==> src/rtl/alarm_scheduler_if.sv <==
// User write handshake between the UI (master) and the alarm scheduler (slave).
// The master holds wr_req, wr_slot and wr_data steady until it sees wr_ack.
interface alarm_scheduler_if;
    logic        wr_req;
    logic [2:0]  wr_slot;
    logic [12:0] wr_data;
    logic        wr_ack;

    modport master (output wr_req, output wr_slot, output wr_data, input wr_ack);
    modport slave  (input wr_req, input wr_slot, input wr_data, output wr_ack);
endinterface

==> src/rtl/alarm_scheduler.sv <==
// Alarm scheduler: sole writer of the 7-slot alarm register bank. Arbitrates
// user writes against a per-minute scan, rings on the first armed slot that
// matches the current time, and handles snooze (reprograms slot 6) and dismiss.
module alarm_scheduler #(
    parameter int unsigned SNOOZE_MIN = 5
) (
    input  logic               Clock,
    input  logic               Clear,
    input  logic               tick,
    input  logic [10:0]        cur_time,
    alarm_scheduler_if.slave   wr,
    input  logic [12:0]        Q_r0,
    input  logic [12:0]        Q_r1,
    input  logic [12:0]        Q_r2,
    input  logic [12:0]        Q_r3,
    input  logic [12:0]        Q_r4,
    input  logic [12:0]        Q_r5,
    input  logic [12:0]        Q_r6,
    output logic [2:0]         STO,
    output logic [12:0]        D,
    output logic               Enable,
    input  logic               dismiss,
    input  logic               snooze,
    output logic               alarm,
    output logic [2:0]         alarm_slot,
    output logic               busy
);

    typedef enum logic [2:0] {
        IDLE, WRITE, SCAN, RING, SNZ_WR, DIS_WR
    } state_t;

    localparam logic [2:0] SNOOZE_SLOT = 3'd6;

    state_t      state, next_state;
    logic        tick_pend;
    logic [2:0]  idx;
    logic [10:0] snap;

    // Slot view indexed by the scan pointer; entry 7 is a never-matching filler.
    logic [12:0] slot_q [8];
    logic [12:0] cur_q;
    logic        scan_hit;
    logic        scan_entry;

    assign slot_q[0] = Q_r0;
    assign slot_q[1] = Q_r1;
    assign slot_q[2] = Q_r2;
    assign slot_q[3] = Q_r3;
    assign slot_q[4] = Q_r4;
    assign slot_q[5] = Q_r5;
    assign slot_q[6] = Q_r6;
    assign slot_q[7] = 13'd0;

    assign cur_q      = slot_q[idx];
    // Armed bit must be set; reserved bit 11 is masked out of the compare.
    assign scan_hit   = (state == SCAN) && ((cur_q & 13'h17FF) == {2'b10, snap});
    assign scan_entry = (state != SCAN) && (next_state == SCAN);

    // Snooze target: snapped time plus SNOOZE_MIN with minute and hour wrap.
    logic [6:0]  snz_min_sum;
    logic [5:0]  snz_min;
    logic [4:0]  snz_hour_inc;
    logic [4:0]  snz_hour;

    assign snz_min_sum  = {1'b0, snap[5:0]} + 7'(SNOOZE_MIN);
    assign snz_hour_inc = snap[10:6] + 5'd1;

    // Fold minute overflow into the hour and wrap 24:xx to 00:xx.
    always_comb begin
        snz_min  = snz_min_sum[5:0];
        snz_hour = snap[10:6];
        if (snz_min_sum >= 7'd60) begin
            snz_min  = 6'(snz_min_sum - 7'd60);
            snz_hour = (snz_hour_inc == 5'd24) ? 5'd0 : snz_hour_inc;
        end
    end

    // State register plus scan bookkeeping (pending tick, pointer, time snapshot).
    // NOTE: sequential state uses non-blocking assignments so every register
    // samples pre-edge values regardless of statement order.
    always_ff @(posedge Clock or posedge Clear) begin
        if (Clear) begin
            state      <= IDLE;
            tick_pend  <= 1'b0;
            idx        <= 3'd0;
            snap       <= 11'd0;
            alarm_slot <= 3'd0;
        end else begin
            state <= next_state;
            // A fresh tick always wins so a minute arriving on scan entry is not lost.
            if (tick)
                tick_pend <= 1'b1;
            else if (scan_entry)
                tick_pend <= 1'b0;
            idx <= (state == SCAN && next_state == SCAN) ? idx + 3'd1 : 3'd0;
            if (scan_entry)
                snap <= cur_time;
            if (scan_hit)
                alarm_slot <= idx;
        end
    end

    // Next-state decode; a tick in flight blocks a new write so SCAN goes first.
    always_comb begin
        // NOTE: default first so every path assigns next_state and no latch is inferred.
        next_state = state;
        case (state)
            IDLE: begin
                if (tick_pend)
                    next_state = SCAN;
                else if (wr.wr_req && !tick)
                    next_state = WRITE;
            end
            WRITE:  next_state = IDLE;
            SCAN: begin
                if (scan_hit)
                    next_state = RING;
                else if (idx == 3'd6)
                    next_state = IDLE;
            end
            RING: begin
                if (dismiss)
                    next_state = (alarm_slot == SNOOZE_SLOT) ? DIS_WR : IDLE;
                else if (snooze)
                    next_state = SNZ_WR;
            end
            SNZ_WR: next_state = IDLE;
            DIS_WR: next_state = IDLE;
            default: next_state = IDLE;
        endcase
    end

    // Output decode from the upcoming state so the registered outputs line up with it.
    logic [2:0]  sto_d;
    logic [12:0] d_d;
    logic        enable_d;
    logic        ack_d;
    logic        alarm_d;
    logic        busy_d;

    always_comb begin
        sto_d    = 3'd0;
        d_d      = 13'd0;
        enable_d = 1'b0;
        ack_d    = 1'b0;
        alarm_d  = 1'b0;
        busy_d   = 1'b0;
        case (next_state)
            WRITE: begin
                ack_d  = 1'b1;
                busy_d = 1'b1;
                if (wr.wr_slot != 3'd7) begin
                    enable_d = 1'b1;
                    sto_d    = wr.wr_slot;
                    d_d      = wr.wr_data;
                end
            end
            SCAN:   busy_d = 1'b1;
            RING:   alarm_d = 1'b1;
            SNZ_WR: begin
                busy_d   = 1'b1;
                enable_d = 1'b1;
                sto_d    = SNOOZE_SLOT;
                d_d      = {1'b1, 1'b0, snz_hour, snz_min};
            end
            DIS_WR: begin
                busy_d   = 1'b1;
                enable_d = 1'b1;
                sto_d    = SNOOZE_SLOT;
            end
            default: ;
        endcase
    end

    // Registered outputs; Clear forces them all low immediately.
    always_ff @(posedge Clock or posedge Clear) begin
        if (Clear) begin
            STO       <= 3'd0;
            D         <= 13'd0;
            Enable    <= 1'b0;
            wr.wr_ack <= 1'b0;
            alarm     <= 1'b0;
            busy      <= 1'b0;
        end else begin
            STO       <= sto_d;
            D         <= d_d;
            Enable    <= enable_d;
            wr.wr_ack <= ack_d;
            alarm     <= alarm_d;
            busy      <= busy_d;
        end
    end

endmodule

==> src/flat_wrapper.sv <==
// flat-port wrapper written by rule: the top's interface ports become plain ports
module alarm_scheduler_flat 
#(
    parameter int unsigned SNOOZE_MIN = 5
)
  (Clock, Clear, tick, cur_time, Q_r0, Q_r1, Q_r2, Q_r3, Q_r4, Q_r5, Q_r6, STO, D, Enable, dismiss, snooze, alarm, alarm_slot, busy, wr_wr_req, wr_wr_slot, wr_wr_data, wr_wr_ack);
  alarm_scheduler_if wr_i ();
  input  logic Clock;
  input  logic Clear;
  input  logic tick;
  input  logic [10:0] cur_time;
  input  logic [12:0] Q_r0;
  input  logic [12:0] Q_r1;
  input  logic [12:0] Q_r2;
  input  logic [12:0] Q_r3;
  input  logic [12:0] Q_r4;
  input  logic [12:0] Q_r5;
  input  logic [12:0] Q_r6;
  output logic [2:0] STO;
  output logic [12:0] D;
  output logic Enable;
  input  logic dismiss;
  input  logic snooze;
  output logic alarm;
  output logic [2:0] alarm_slot;
  output logic busy;
  input wire logic [$bits(wr_i.wr_req)-1:0] wr_wr_req;
  input wire logic [$bits(wr_i.wr_slot)-1:0] wr_wr_slot;
  input wire logic [$bits(wr_i.wr_data)-1:0] wr_wr_data;
  output wire logic [$bits(wr_i.wr_ack)-1:0] wr_wr_ack;
  assign wr_i.wr_req = wr_wr_req;
  assign wr_i.wr_slot = wr_wr_slot;
  assign wr_i.wr_data = wr_wr_data;
  assign wr_wr_ack = wr_i.wr_ack;
  alarm_scheduler #(.SNOOZE_MIN(SNOOZE_MIN)) u_core (.Clock(Clock), .Clear(Clear), .tick(tick), .cur_time(cur_time), .wr(wr_i), .Q_r0(Q_r0), .Q_r1(Q_r1), .Q_r2(Q_r2), .Q_r3(Q_r3), .Q_r4(Q_r4), .Q_r5(Q_r5), .Q_r6(Q_r6), .STO(STO), .D(D), .Enable(Enable), .dismiss(dismiss), .snooze(snooze), .alarm(alarm), .alarm_slot(alarm_slot), .busy(busy));
endmodule
==> config.mk <==
export PLATFORM = sky130hd
export DESIGN_NAME = alarm_scheduler_flat
export DESIGN_NICKNAME = d
export VERILOG_FILES = /design/src/rtl/alarm_scheduler_if.sv /design/src/rtl/alarm_scheduler.sv /design/src/flat_wrapper.sv
export SDC_FILE = /design/constraint.sdc
export NUM_CORES = 1
export LEC_CHECK = 0
export ABC_AREA = 1
export CAP_MARGIN = 20
export CORE_MARGIN = 2
export CORE_UTILIZATION = 42
export DETAILED_ROUTE_END_ITERATION = 8
export PLACE_DENSITY = 0.86
export SYNTH_ARGS = -nofsm -noshare
export SYNTH_HDL_FRONTEND = slang
export SYNTH_SLANG_ARGS = --single-unit
==> constraint.sdc <==
create_clock -name Clock -period 2.9 [get_ports Clock]
set_input_delay 0.29 -clock Clock [delete_from_list [all_inputs] [get_ports Clock]]
set_output_delay 0.29 -clock Clock [all_outputs]
set_load 0.005 [all_outputs]
# Yosys cells after proc, flatten, opt, wreduce, memory -nomap -nowiden
# Index checks and enable logic that the tools add are counted.
dict set report classes {
  muxes 26
  n_addsub 4
  bitwise_logic 1
  n_eq_ne 13
  magnitude_cmp 2
  n_reduce_logical 9
}
# op count
set ops {}
lappend ops {{binary-select mux 13 bit (select 3 bit)} 1}
lappend ops {{2-to-1 mux 13 bit} 3}
lappend ops {{2-to-1 mux 3 bit} 9}
lappend ops {{one-hot mux 13 bit (2 select lines)} 1}
lappend ops {{== test 12 bit} 1}
lappend ops {{== test 3 x 2 -> 1 bit (second input constant)} 4}
lappend ops {{== test 3 bit (second input constant)} 4}
lappend ops {{2-to-1 mux 5 bit} 2}
lappend ops {{one-hot mux 3 bit (3 select lines)} 1}
lappend ops {{adder 6 x 3 -> 7 bit (second input constant)} 1}
lappend ops {{greater-or-equal comparator 7 x 6 -> 1 bit (second input constant)} 1}
lappend ops {{2-to-1 mux 1 bit} 6}
lappend ops {{2-to-1 mux 6 bit} 1}
lappend ops {{one-hot mux 3 bit (2 select lines)} 1}
lappend ops {{subtractor 6 bit (second input constant)} 1}
lappend ops {{adder 5 x 1 -> 5 bit (second input constant)} 1}
lappend ops {{== test 5 bit (second input constant)} 1}
lappend ops {{greater-or-equal comparator 4 bit (second input constant)} 1}
lappend ops {{logical AND 1 bit} 4}
lappend ops {{inverter 3 -> 4 bit} 1}
lappend ops {{OR reduction 4 bit} 1}
lappend ops {{adder 3 x 1 -> 3 bit (second input constant)} 1}
lappend ops {{== test 3 x 1 -> 1 bit (second input constant)} 1}
lappend ops {{zero test 3 bit} 1}
lappend ops {{6 further kinds} 6}
dict set report totals {
  output_inout_bits 23
  register_bits 41
}

# Longest topological paths before layout
# Gate-level depths: netlist of run 1.
dict set report depth {
  depth_word 12
  depth_mapped 16
  depth_no_buf 15
}

# Worst setup path after synthesis of run 1
# No wires, ideal clock.
dict set report synth_timing {
  kind {register to register}
  start {register u_core.snap[0]}
  end {register u_core.D[10]}
  path_buffers 1
  period_less_slack_ps 2070
  required_ps 2781
  arrival_ps 1952
  stages_incl_launch_ff 15
  setup_ps 119
  setup_slack_ps 830
  path_cell_list {dfrtp_1 > ha_1 > or2_2 > nand2_1 > ha_1 > nand2_1 > nor2_1 > nand2_1 > nand3_1 > buf_2 > nand2_1 > nand2_1 > inv_1 > nand4_1 > nand2_1}
}
dict set report synth_between {
  elab_chain_cells 6
  word_cells_on_any_way 10
  classes_between {1 x add/sub; 1 x order compare; 3 x eq/ne; 4 x mux; 1 x reduce/logical}
}
# item line_no
set synth_lines {}
lappend synth_lines {{start, declared} alarm_scheduler.sv:38} ;# logic [10:0] snap;
lappend synth_lines {{start signal, assigned} alarm_scheduler.sv:98} ;# snap <= cur_time;
lappend synth_lines {{branches (longest 5 deep; another with adder 6 x 3 -> 7 bit)} n/a}
lappend synth_lines {{one-hot mux 13 bit (2 select lines) *} alarm_scheduler.sv:149} ;# case (next_state)
lappend synth_lines {{net u_core.d_d[10]} alarm_scheduler.sv:136} ;# logic [12:0] d_d;
lappend synth_lines {{end signal, assigned} alarm_scheduler.sv:180} ;# D <= 13'd0;
lappend synth_lines {{end signal, assigned} alarm_scheduler.sv:187} ;# D <= d_d;
lappend synth_lines {{end, declared} alarm_scheduler.sv:20} ;# output logic [12:0] D,
# Mark *: on every way through the listed nets, which the timed path passes.
# A chain may end at the register's enable or synchronous reset.

# Worst setup path after layout of run 1
dict set report layout_timing {
  start {register u_core.idx[0]}
  end {register u_core.idx[1]}
}
dict set report layout_between {
  elab_chain_cells 11
  word_cells_on_any_way 14
  classes_between {1 x add/sub; 3 x eq/ne; 7 x mux; 1 x bitwise; 2 x reduce/logical}
}
# item line_no
set layout_lines {}
lappend layout_lines {{start, declared} alarm_scheduler.sv:37} ;# logic [2:0] idx;
lappend layout_lines {{start signal, assigned} alarm_scheduler.sv:96} ;# idx <= (state == SCAN && next_state == SCAN) ? idx + 3'd1 : 3'd0;
lappend layout_lines {{inverter 3 -> 4 bit (implied by the code)} alarm_scheduler.sv:55} ;# assign cur_q = slot_q[idx];
lappend layout_lines {{binary-select mux 13 bit (select 3 bit)} alarm_scheduler.sv:55}
lappend layout_lines {{2-to-1 mux 13 bit (implied by the code) (2 in series)} alarm_scheduler.sv:55}
lappend layout_lines {{== test 12 bit} alarm_scheduler.sv:57} ;# assign scan_hit = (state == SCAN) && ((cur_q & 13'h17FF) == {2'b10, snap});
lappend layout_lines {{logical AND 1 bit} alarm_scheduler.sv:57}
lappend layout_lines {{2-to-1 mux 3 bit} alarm_scheduler.sv:117} ;# if (scan_hit)
lappend layout_lines {{one-hot mux 3 bit (3 select lines)} alarm_scheduler.sv:108} ;# case (state)
lappend layout_lines {{== test 3 x 2 -> 1 bit} alarm_scheduler.sv:96}
lappend layout_lines {{logical AND 1 bit} alarm_scheduler.sv:96}
lappend layout_lines {{2-to-1 mux 3 bit *} alarm_scheduler.sv:96}
# Mark *: on every way between the ends. The rest lies on a longest branch, timed or not. The select of a mux whose other input is x is not followed.

==> results of run 1 <==
==> metal layers <==
| layer | track usage, % | vias up | part of all wire, % |
|---|---|---|---|
| li1 | - | 1847 | - |
| met1 | 25.5 | 1667 | 40 |
| met2 | 44.3 | 120 | 53 |
| met3 | 5.01 | 23 | 5.1 |
| met4 | 7.82 | 0 | 2.3 |
| met5 | 0 | - | 0 |
==> cell type report <==
class | count | area (µm²) | share of cell area (%)
Multi-Input combinational cell | 373 | 1680 | 36.1
Sequential cell | 41 | 1030 | 22.0
Clock buffer | 6 | 82.6 | 1.77
Timing Repair Buffer | 146 | 1440 | 31.0
Inverter | 76 | 285 | 6.12
Tap cell | 99 | 124 | 2.66
Clock inverter | 2 | 13.8 | 0.295
==> layout by cell type (no fill, tap or decap) <==
cell and count:
o211ai_1 1, o21bai_1 1, nor2_1 43, buf_4 7, o21ai_1 1, xnor2_1 1, o21ai_0 25, a221oi_1 1
or2_0 2, nor2_2 1, nand2_1 200, clkbuf_8 6, or2_2 1, clkinv_4 1, nand4_1 18, nor4_1 1
nand3_1 61, a21oi_1 1, xor2_1 6, clkdlybuf4s50_1 139, o21ai_2 3, inv_2 2, dfrtp_1 41, clkinv_2 1
ha_1 6, inv_1 74
==> cells in the mapped netlist, drive strengths merged <==
cell,number,share of area (%)
ha,6,2.4
nand3,61,9.7
buf,15,3.6
a21oi,1,0.16
nand2,200,24
a221oi,1,0.28
nand4,18,3.6
xnor2,1,0.28
dfrtp,41,33
nor2,44,5.4
o211ai,1,0.24
or2,3,0.60
o21ai,29,5.0
o21bai,1,0.24
xor2,6,1.7
inv,76,9.1
nor4,1,0.20
clkbuf,7,0.84
==> tightest hold or removal path, cell delays in order <==
cell and delay [ps]:
clkdlybuf4s50_1 390, inv_1 50, buf_4 430
==> through the flow <==
stage,cell area (µm²),cells,util (%)
after floorplan,3130,512,-
after global placement,4560,735,62.9
after detailed placement,4560,735,62.9
after CTS,4660,743,64.2
after global routing,4660,743,64.2
final,4660,743,64.2
==> kinds of logic after synthesis <==
family          after synthesis
compound gates               33
xor+xnor                      7
fa+ha+maj                     6
buf+inv                      98
flops                        41
simple gates                327
==> power by group <==
part / switching [mW] / internal, mW
Sequential: 0.145 / 0.693
Combinational: 1.20 / 0.765
Clock: 0.201 / 0.193
Total: 1.55 / 1.65
==> path summary, 6_finish.rpt <==
path | endpoint | slack [ps] | cells past startpoint
worst min register to register | u_core.wr.wr_ack | 490 | 1
worst max register to register | u_core.idx[1] | 420 | 13
min in group Clock | u_core.wr.wr_ack | 490 | 1
worst min-delay path | u_core.D[0] | 410 | 3
max in group asynchronous | u_core.snap[10] | 2140 | 3
worst max-delay path | u_core.idx[1] | 420 | 13
==> state kept, by name, summed over array words and instances, names as in the netlist <==
signal	cells
u_core.tick_pend	1
u_core.alarm	1
u_core.snap	11
u_core.wr.wr_ack	1
u_core.idx	3
u_core.STO	3
u_core.D	13
u_core.alarm_slot	3
u_core.state	3
u_core.busy	1
u_core.Enable	1
==> out/metrics.csv, run 1 <==
stage,metric,value,unit
worst_setup_path,worst setup path start,u_core.idx[0],
floorplan,I/O pin total,147,
logic_synthesis,complex-gate fraction of the synthesized area,5.91,%
outcome,status,completed,
worst_setup_path,CP required,3130,ps
floorplan,core area,0.00725,mm²
timing,fin crit share,85.6,%
worst_setup_path,buffer and inverter count on the worst path,3,
worst_setup_path,CP Cell Sequence,buf_4 > nor2_2 > nand2_1 > nand3_1 > nand3_1 > nand2_1 > inv_1 > nand2_1 > nor2_1 > nand3_1 > buf_4 > nand4_1 > nor2_1,
timing,Slew Limit Fails,0,
floorplan,Die X-Extent,90.4,µm
clocking,Sink Count,41,
clocking,post-CTS sizing,0,
routing,Routed WL,9.45,mm
logic_synthesis,"Avg Cell Area, Syn",6.12,µm²
cells_and_area,Final nets,773,
timing,final hold violations,0,
worst_setup_path,Slowest cell on crit path,dfrtp_1,
global_route,largest net degree at the start of global routing,42,
power,Leakage,2.42,nW
placement,dpl ws,418,ps
timing,RSZ-0062 raised after global routing,no,
logic_synthesis,syn_nets,642,
routing,DRT iter0 DRCs,155,
worst_setup_path,critical path class,reg2reg,
placement,RD Place Congestion,0.884,
timing,measured slew at the worst slew-check pin,808,ps
logic_synthesis,Post-Syn Area,0.00313,mm²
clocking,CTS tree,yes,
logic_synthesis,Synth Register Bits,41,
global_route,GRT Total Usage,23.3,%
logic_synthesis,largest family of logic cells by synthesized area,simple AND/OR/NAND/NOR gates,
timing,final setup violation count,0,
worst_setup_path,Worst setup EP type,flip-flop,
timing,fmax,0.403,GHz
logic_synthesis,xor-xnor portion of the synthesized cell area,1.96,%
logic_synthesis,Synth cell types,26,
floorplan,row count,31,
worst_setup_path,cell family with most CP delay,simple AND/OR/NAND/NOR gates,
clocking,CTS Buf Count,5,
placement,DP Wirelength,7.46,mm
power,P per Cell Area,687,mW/mm²
global_route,first-pass GRT wire length,15.8,mm
clocking,Setup Buffers After CTS,0,
cells_and_area,fillers,645,
clocking,Post-CTS Hold Buffers,0,
routing,DRC,0,
logic_synthesis,Gate Count Post-Synth,512,
timing,clk_skew,4.37,ps
logic_synthesis,mux share of post-synthesis cell area,0,%
timing,Worst Hold Slack,412,ps
placement,Buffers on Ports,139,
logic_synthesis,register area share after synthesis,32.7,%
global_route,GRT overflow,0,
clocking,Clock Pin Slew Worst Setup and Hold Paths,80,ps
cells_and_area,ANT cells,0,
cells_and_area,P&R area growth vs syn,48.7,%
min_path,Hold Crit Class,in2async,
worst_setup_path,reg2reg start,u_core.idx[0],
logic_synthesis,synthesized-area fraction occupied by adder cells,2.40,%
logic_synthesis,Simple-Gate Fraction of Synth Area,43.5,%
clocking,CTS Buffer Depth,2,
global_route,initial antenna violation count,0,
run,total of max-cap violations,0,
routing,wire per inst,12.7,µm
timing,setup slack after layout,417,ps
power,Final Total Pwr,3.20,mW
routing,routed vias/inst,4.92,
logic_synthesis,YS warnings,0,
global_route,vias in the first global route,3565,
routing,Initial DRT Pass Iterations,4,
timing,Final TNS setup,0,ps
timing,Slew HR,45.9,%
clocking,Skew-Pair Late Insertion Delay,300,ps
power,VDD IR-drop max,297,µV
floorplan,Starting Density,43.2,%
worst_setup_path,biggest cell delay along the critical path,500,ps
floorplan,Die Area,0.00817,mm²
clocking,H-tree depth,2,
worst_setup_path,CP max FO,22,
worst_setup_path,CP Launch Type,flip-flop,
routing,Vias,3657,
timing,Final Critical Period,2480,ps
clocking,Root Driver,clkbuf_8,
cells_and_area,share of cells above drive strength 1,3.42,%
worst_setup_path,CP arrival,2710,ps
floorplan,Chip Height,90.4,µm
routing,ANT nets after route,0,
No activity file was read; power rests on OpenSTA's default activity.
==> inputs of run 2 (changes only) <==
--- a/config.mk
+++ b/config.mk
@@ -5,10 +5,10 @@
 export SDC_FILE = /design/constraint.sdc
 export NUM_CORES = 1
 export LEC_CHECK = 0
-export ABC_AREA = 1
+export ABC_AREA = 0
 export CAP_MARGIN = 20
 export CORE_MARGIN = 2
-export CORE_UTILIZATION = 42
+export CORE_UTILIZATION = 41
 export DETAILED_ROUTE_END_ITERATION = 8
 export PLACE_DENSITY = 0.86
 export SYNTH_ARGS = -nofsm -noshare
==> run 2 against run 1 <==
Register-to-register slack lost 200 ps. Total power decreased by 1.2%. Largest cell class unchanged. Synthesized area shrank 8.3%. Fmax is 7.5% lower. Final area decreased by 4.8%. Critical path type unchanged. Synthesized cell count down 43%.
==> out/metrics.csv, run 2 <==
stage,metric,value,unit,change
power,Leakage,1.83,nW,was 2.42 nW
global_route,first-pass GRT wire length,12.1,mm,was 15.8 mm
floorplan,core area,0.00679,mm²,was 0.00725 mm²
worst_setup_path,Reg2Reg Setup Slack,220,ps,was 420 ps
power,logic gate share of total power,56.9,%,was 61.5%
cells_and_area,design area,0.00444,mm²,was 0.00466 mm²
placement,DP Wirelength,6.07,mm,was 7.46 mm
routing,Routed WL,7.55,mm,was 9.45 mm
floorplan,I/O pin total,147,,unchanged
timing,Final TNS setup,0,ps,unchanged
run,total of max-cap violations,0,,unchanged
floorplan,Starting Density,42.3,%,was 43.2%
cells_and_area,max reg flops,13,,unchanged
placement,Post-DP Area,0.00433,mm²,was 0.00456 mm²
power,sw frac,40.2,%,was 48.4%
logic_synthesis,Post-Syn Area,0.00287,mm²,was 0.00313 mm²
logic_synthesis,"Avg Cell Area, Syn",9.90,µm²,was 6.12 µm²
routing,ANT nets after route,0,,unchanged
cells_and_area,Finished Core Util,65.3,%,was 64.2%
cells_and_area,Top Registers,"u_core.D x13, u_core.snap x11",,unchanged
floorplan,Die Area,0.00769,mm²,was 0.00817 mm²
power,Final Total Pwr,3.16,mW,was 3.20 mW
power,switching power,1.27,mW,was 1.55 mW
cells_and_area,ANT cells,0,,unchanged
logic_synthesis,Post-synth EDFFs,0,,unchanged
clocking,CTS Buffer Depth,2,,unchanged
logic_synthesis,register area share after synthesis,35.7,%,was 32.7%
power,register share of total power,30.4,%,was 26.2%
placement,dpl ws,240,ps,was 418 ps
global_route,initial antenna violation count,0,,unchanged
routing,DRC,0,,unchanged
logic_synthesis,Commonest cells post-synth,"41 x dfrtp_1, 25 x mux2i_1, 24 x nand2_1, 21 x mux2_2, 19 x o21ai_0",,"was 200 x nand2_1, 74 x inv_1, 61 x nand3_1, 43 x nor2_1, 41 x dfrtp_1"
timing,final setup violation count,0,,unchanged
cells_and_area,"most common cell after layout, fill and taps aside",clkdlybuf4s50_1,,was nand2_1
cells_and_area,most frequent cells in the layout,"139 x clkdlybuf4s50_1, 40 x dfrtp_1, 25 x mux2i_1",,"was 200 x nand2_1, 139 x clkdlybuf4s50_1, 74 x inv_1"
logic_synthesis,Gate Count Post-Synth,290,,was 512
clocking,Root Driver,clkbuf_8,,unchanged
routing,wire per inst,14.6,µm,was 12.7 µm
clocking,Post-CTS Hold Buffers,0,,unchanged
routing,Initial DRT Pass Iterations,4,,unchanged
outcome,status,completed,,unchanged
clocking,Clock Pin Slew Worst Setup and Hold Paths,80,ps,about the same
cells_and_area,Final nets,552,,was 773
power,P per Cell Area,713,mW/mm²,was 687 mW/mm²
global_route,GRT overflow,0,,unchanged
worst_setup_path,critical path class,reg2reg,,unchanged
clocking,CTS tree,yes,,unchanged
placement,RD Place Congestion,0.844,,was 0.884
worst_setup_path,CP max FO,26,,was 22
logic_synthesis,YS warnings,0,,unchanged
global_route,vias in the first global route,2707,,was 3565
timing,fmax,0.373,GHz,was 0.403 GHz
min_path,Hold Crit Class,in2async,,unchanged
routing,routed vias/inst,5.06,,was 4.92
cells_and_area,fillers,552,,was 645
logic_synthesis,top_reg_cell synth,dfrtp_1,,unchanged
power,clock power share,12.7,%,was 12.3%
clocking,Setup Buffers After CTS,0,,unchanged
floorplan,Die X-Extent,87.7,µm,was 90.4 µm
timing,RSZ-0062 raised after global routing,no,,unchanged
clocking,Sink Count,41,,unchanged
timing,fin crit share,92.6,%,was 85.6%
cells_and_area,P&R area growth vs syn,54.5,%,was 48.7%
clocking,post-CTS sizing,0,,unchanged
worst_setup_path,reg2reg start,u_core.idx[1],,was u_core.idx[0]
cells_and_area,Top reg by flops,u_core.D,,unchanged
logic_synthesis,Synth cell types,46,,was 26
logic_synthesis,Synth Register Bits,41,,unchanged
worst_setup_path,CP Launch Type,flip-flop,,unchanged
placement,Buffers on Ports,139,,unchanged
logic_synthesis,most frequent cell after synthesis,dfrtp_1,,was nand2_1
worst_setup_path,CP required,3070,ps,was 3130 ps
timing,measured slew at the worst slew-check pin,649,ps,was 808 ps
routing,Vias,2627,,was 3657
worst_setup_path,r2r worst-path depth,8,,was 13
routing,DRT iter0 DRCs,92,,was 155
timing,final hold violations,0,,unchanged
floorplan,row count,30,,was 31
logic_synthesis,area share of the largest cell type after synthesis,35.7,%,was 32.7%
logic_synthesis,syn_nets,420,,was 642
floorplan,Chip Height,87.7,µm,was 90.4 µm
power,internal power,1.89,mW,was 1.65 mW
global_route,GRT Total Usage,20.0,%,was 23.3%
worst_setup_path,crit path capture,u_core.alarm_slot[2],,was u_core.idx[1]
worst_setup_path,worst setup path start,u_core.idx[1],,was u_core.idx[0]
worst_setup_path,r2r endpoint,u_core.alarm_slot[2],,was u_core.idx[1]
logic_synthesis,top post-synthesis cells by area,"dfrtp_1 36%, mux2i_1 8.7%, mux2_2 8.2%",,"was dfrtp_1 33%, nand2_1 24%, nand3_1 9.7%"
logic_synthesis,"FFs w/ async S/R, synth",100,%,unchanged
clocking,Skew-Pair Late Insertion Delay,280,ps,was 300 ps
worst_setup_path,Worst setup EP type,flip-flop,,unchanged
cells_and_area,share of cells above drive strength 1,12.5,%,was 3.42%
timing,setup slack after layout,216,ps,was 417 ps
clocking,CTS Buf Count,5,,unchanged
timing,Slew Limit Fails,0,,unchanged
power,VDD IR-drop max,377,µV,was 297 µV
logic_synthesis,leading area contributor after synthesis,dfrtp_1,,unchanged
timing,Slew HR,56.5,%,was 45.9%
worst_setup_path,CP arrival,2850,ps,was 2710 ps
timing,Final Critical Period,2680,ps,was 2480 ps
timing,clk_skew,4.72,ps,was 4.37 ps
clocking,H-tree depth,2,,unchanged
global_route,largest net degree at the start of global routing,27,,was 42
## run 2: cell count changes after synthesis, moves of 8 or more
cell | before | now
nand2_1 | 200 | 24
nand3b_1 | 0 | 8
a21oi_1 | 1 | 13
nand3_1 | 61 | 2
mux2i_1 | 0 | 25
nor2b_1 | 0 | 11
nor2_1 | 43 | 9
nand4_1 | 18 | 3
mux2_2 | 0 | 21
inv_1 | 74 | 7
## run 2: layer usage
| metal | vias to the layer above | routed length [µm] | share of wire (%) | GRT usage [%] |
|---|---|---|---|---|
| li1 | 1304 | - | - | - |
| met3 | 10 | 396 | 5.2 | 4.34 |
| met1 | 1222 | 3040 | 40 | 23.1 |
| met4 | 0 | 88 | 1.2 | 4.76 |
| met2 | 91 | 4030 | 53 | 37.3 |
| met5 | - | 0 | 0 | 0 |
## run 2: cells by family after synthesis
kind of cell	after synthesis	share of synthesized area, %
xor gates and xnor gates	18	5.49
and+or+nand+nor	82	16.2
DFF	41	35.7
AOI/OAI and AO/OA	62	13.6
buffers and inverters	30	5.45
adders and majority gates	6	2.61
muxes	51	20.9
## run 2: cell type report
type | count | area, µm² | area share (%)
inverter | 7 | 26.3 | 0.592
multi-input combinational | 219 | 1690 | 38.1
timing repair buffer | 148 | 1470 | 33.2
tap | 96 | 120 | 2.71
sequential | 41 | 1030 | 23.2
clock buffer | 7 | 96.3 | 2.17
clock inverter | 1 | 5.00 | 0.113
## run 2: worst min path at each step
stage / to / cells past startpoint
floorplan: u_core.D[12] / 2
global placement: u_core.tick_pend / 2
detailed placement: u_core.alarm_slot[0] / 1
CTS: u_core.STO[0] / 2
global route: u_core.idx[2] / 2
finish: u_core.STO[0] / 2
## run 2: power groups by stage
stage	Clock, mW	Combinational [mW]	Sequential (mW)
after global routing	0.442	2.00	0.991
after detailed placement	0	1.80	0.969
after CTS	0.414	1.81	0.959
final	0.402	1.80	0.960
after global placement	0	1.74	0.961
after floorplan	0	1.52	0.794
## run 2: critical path: stages, from the launching register on
cell      delay, ps
dfrtp_2         650
buf_12          260
mux2_2          350
o22ai_1         160
a221oi_1        100
xnor2_1         190
nand4_1         180
nor4_4          280
mux2_2          380
## run 2: through the flow
stage | hold slack [ps] | cells
after floorplan | 404 | 290
after global placement | 529 | 511
after detailed placement | 528 | 511
after CTS | 340 | 519
after global routing | 372 | 519
final | 322 | 519
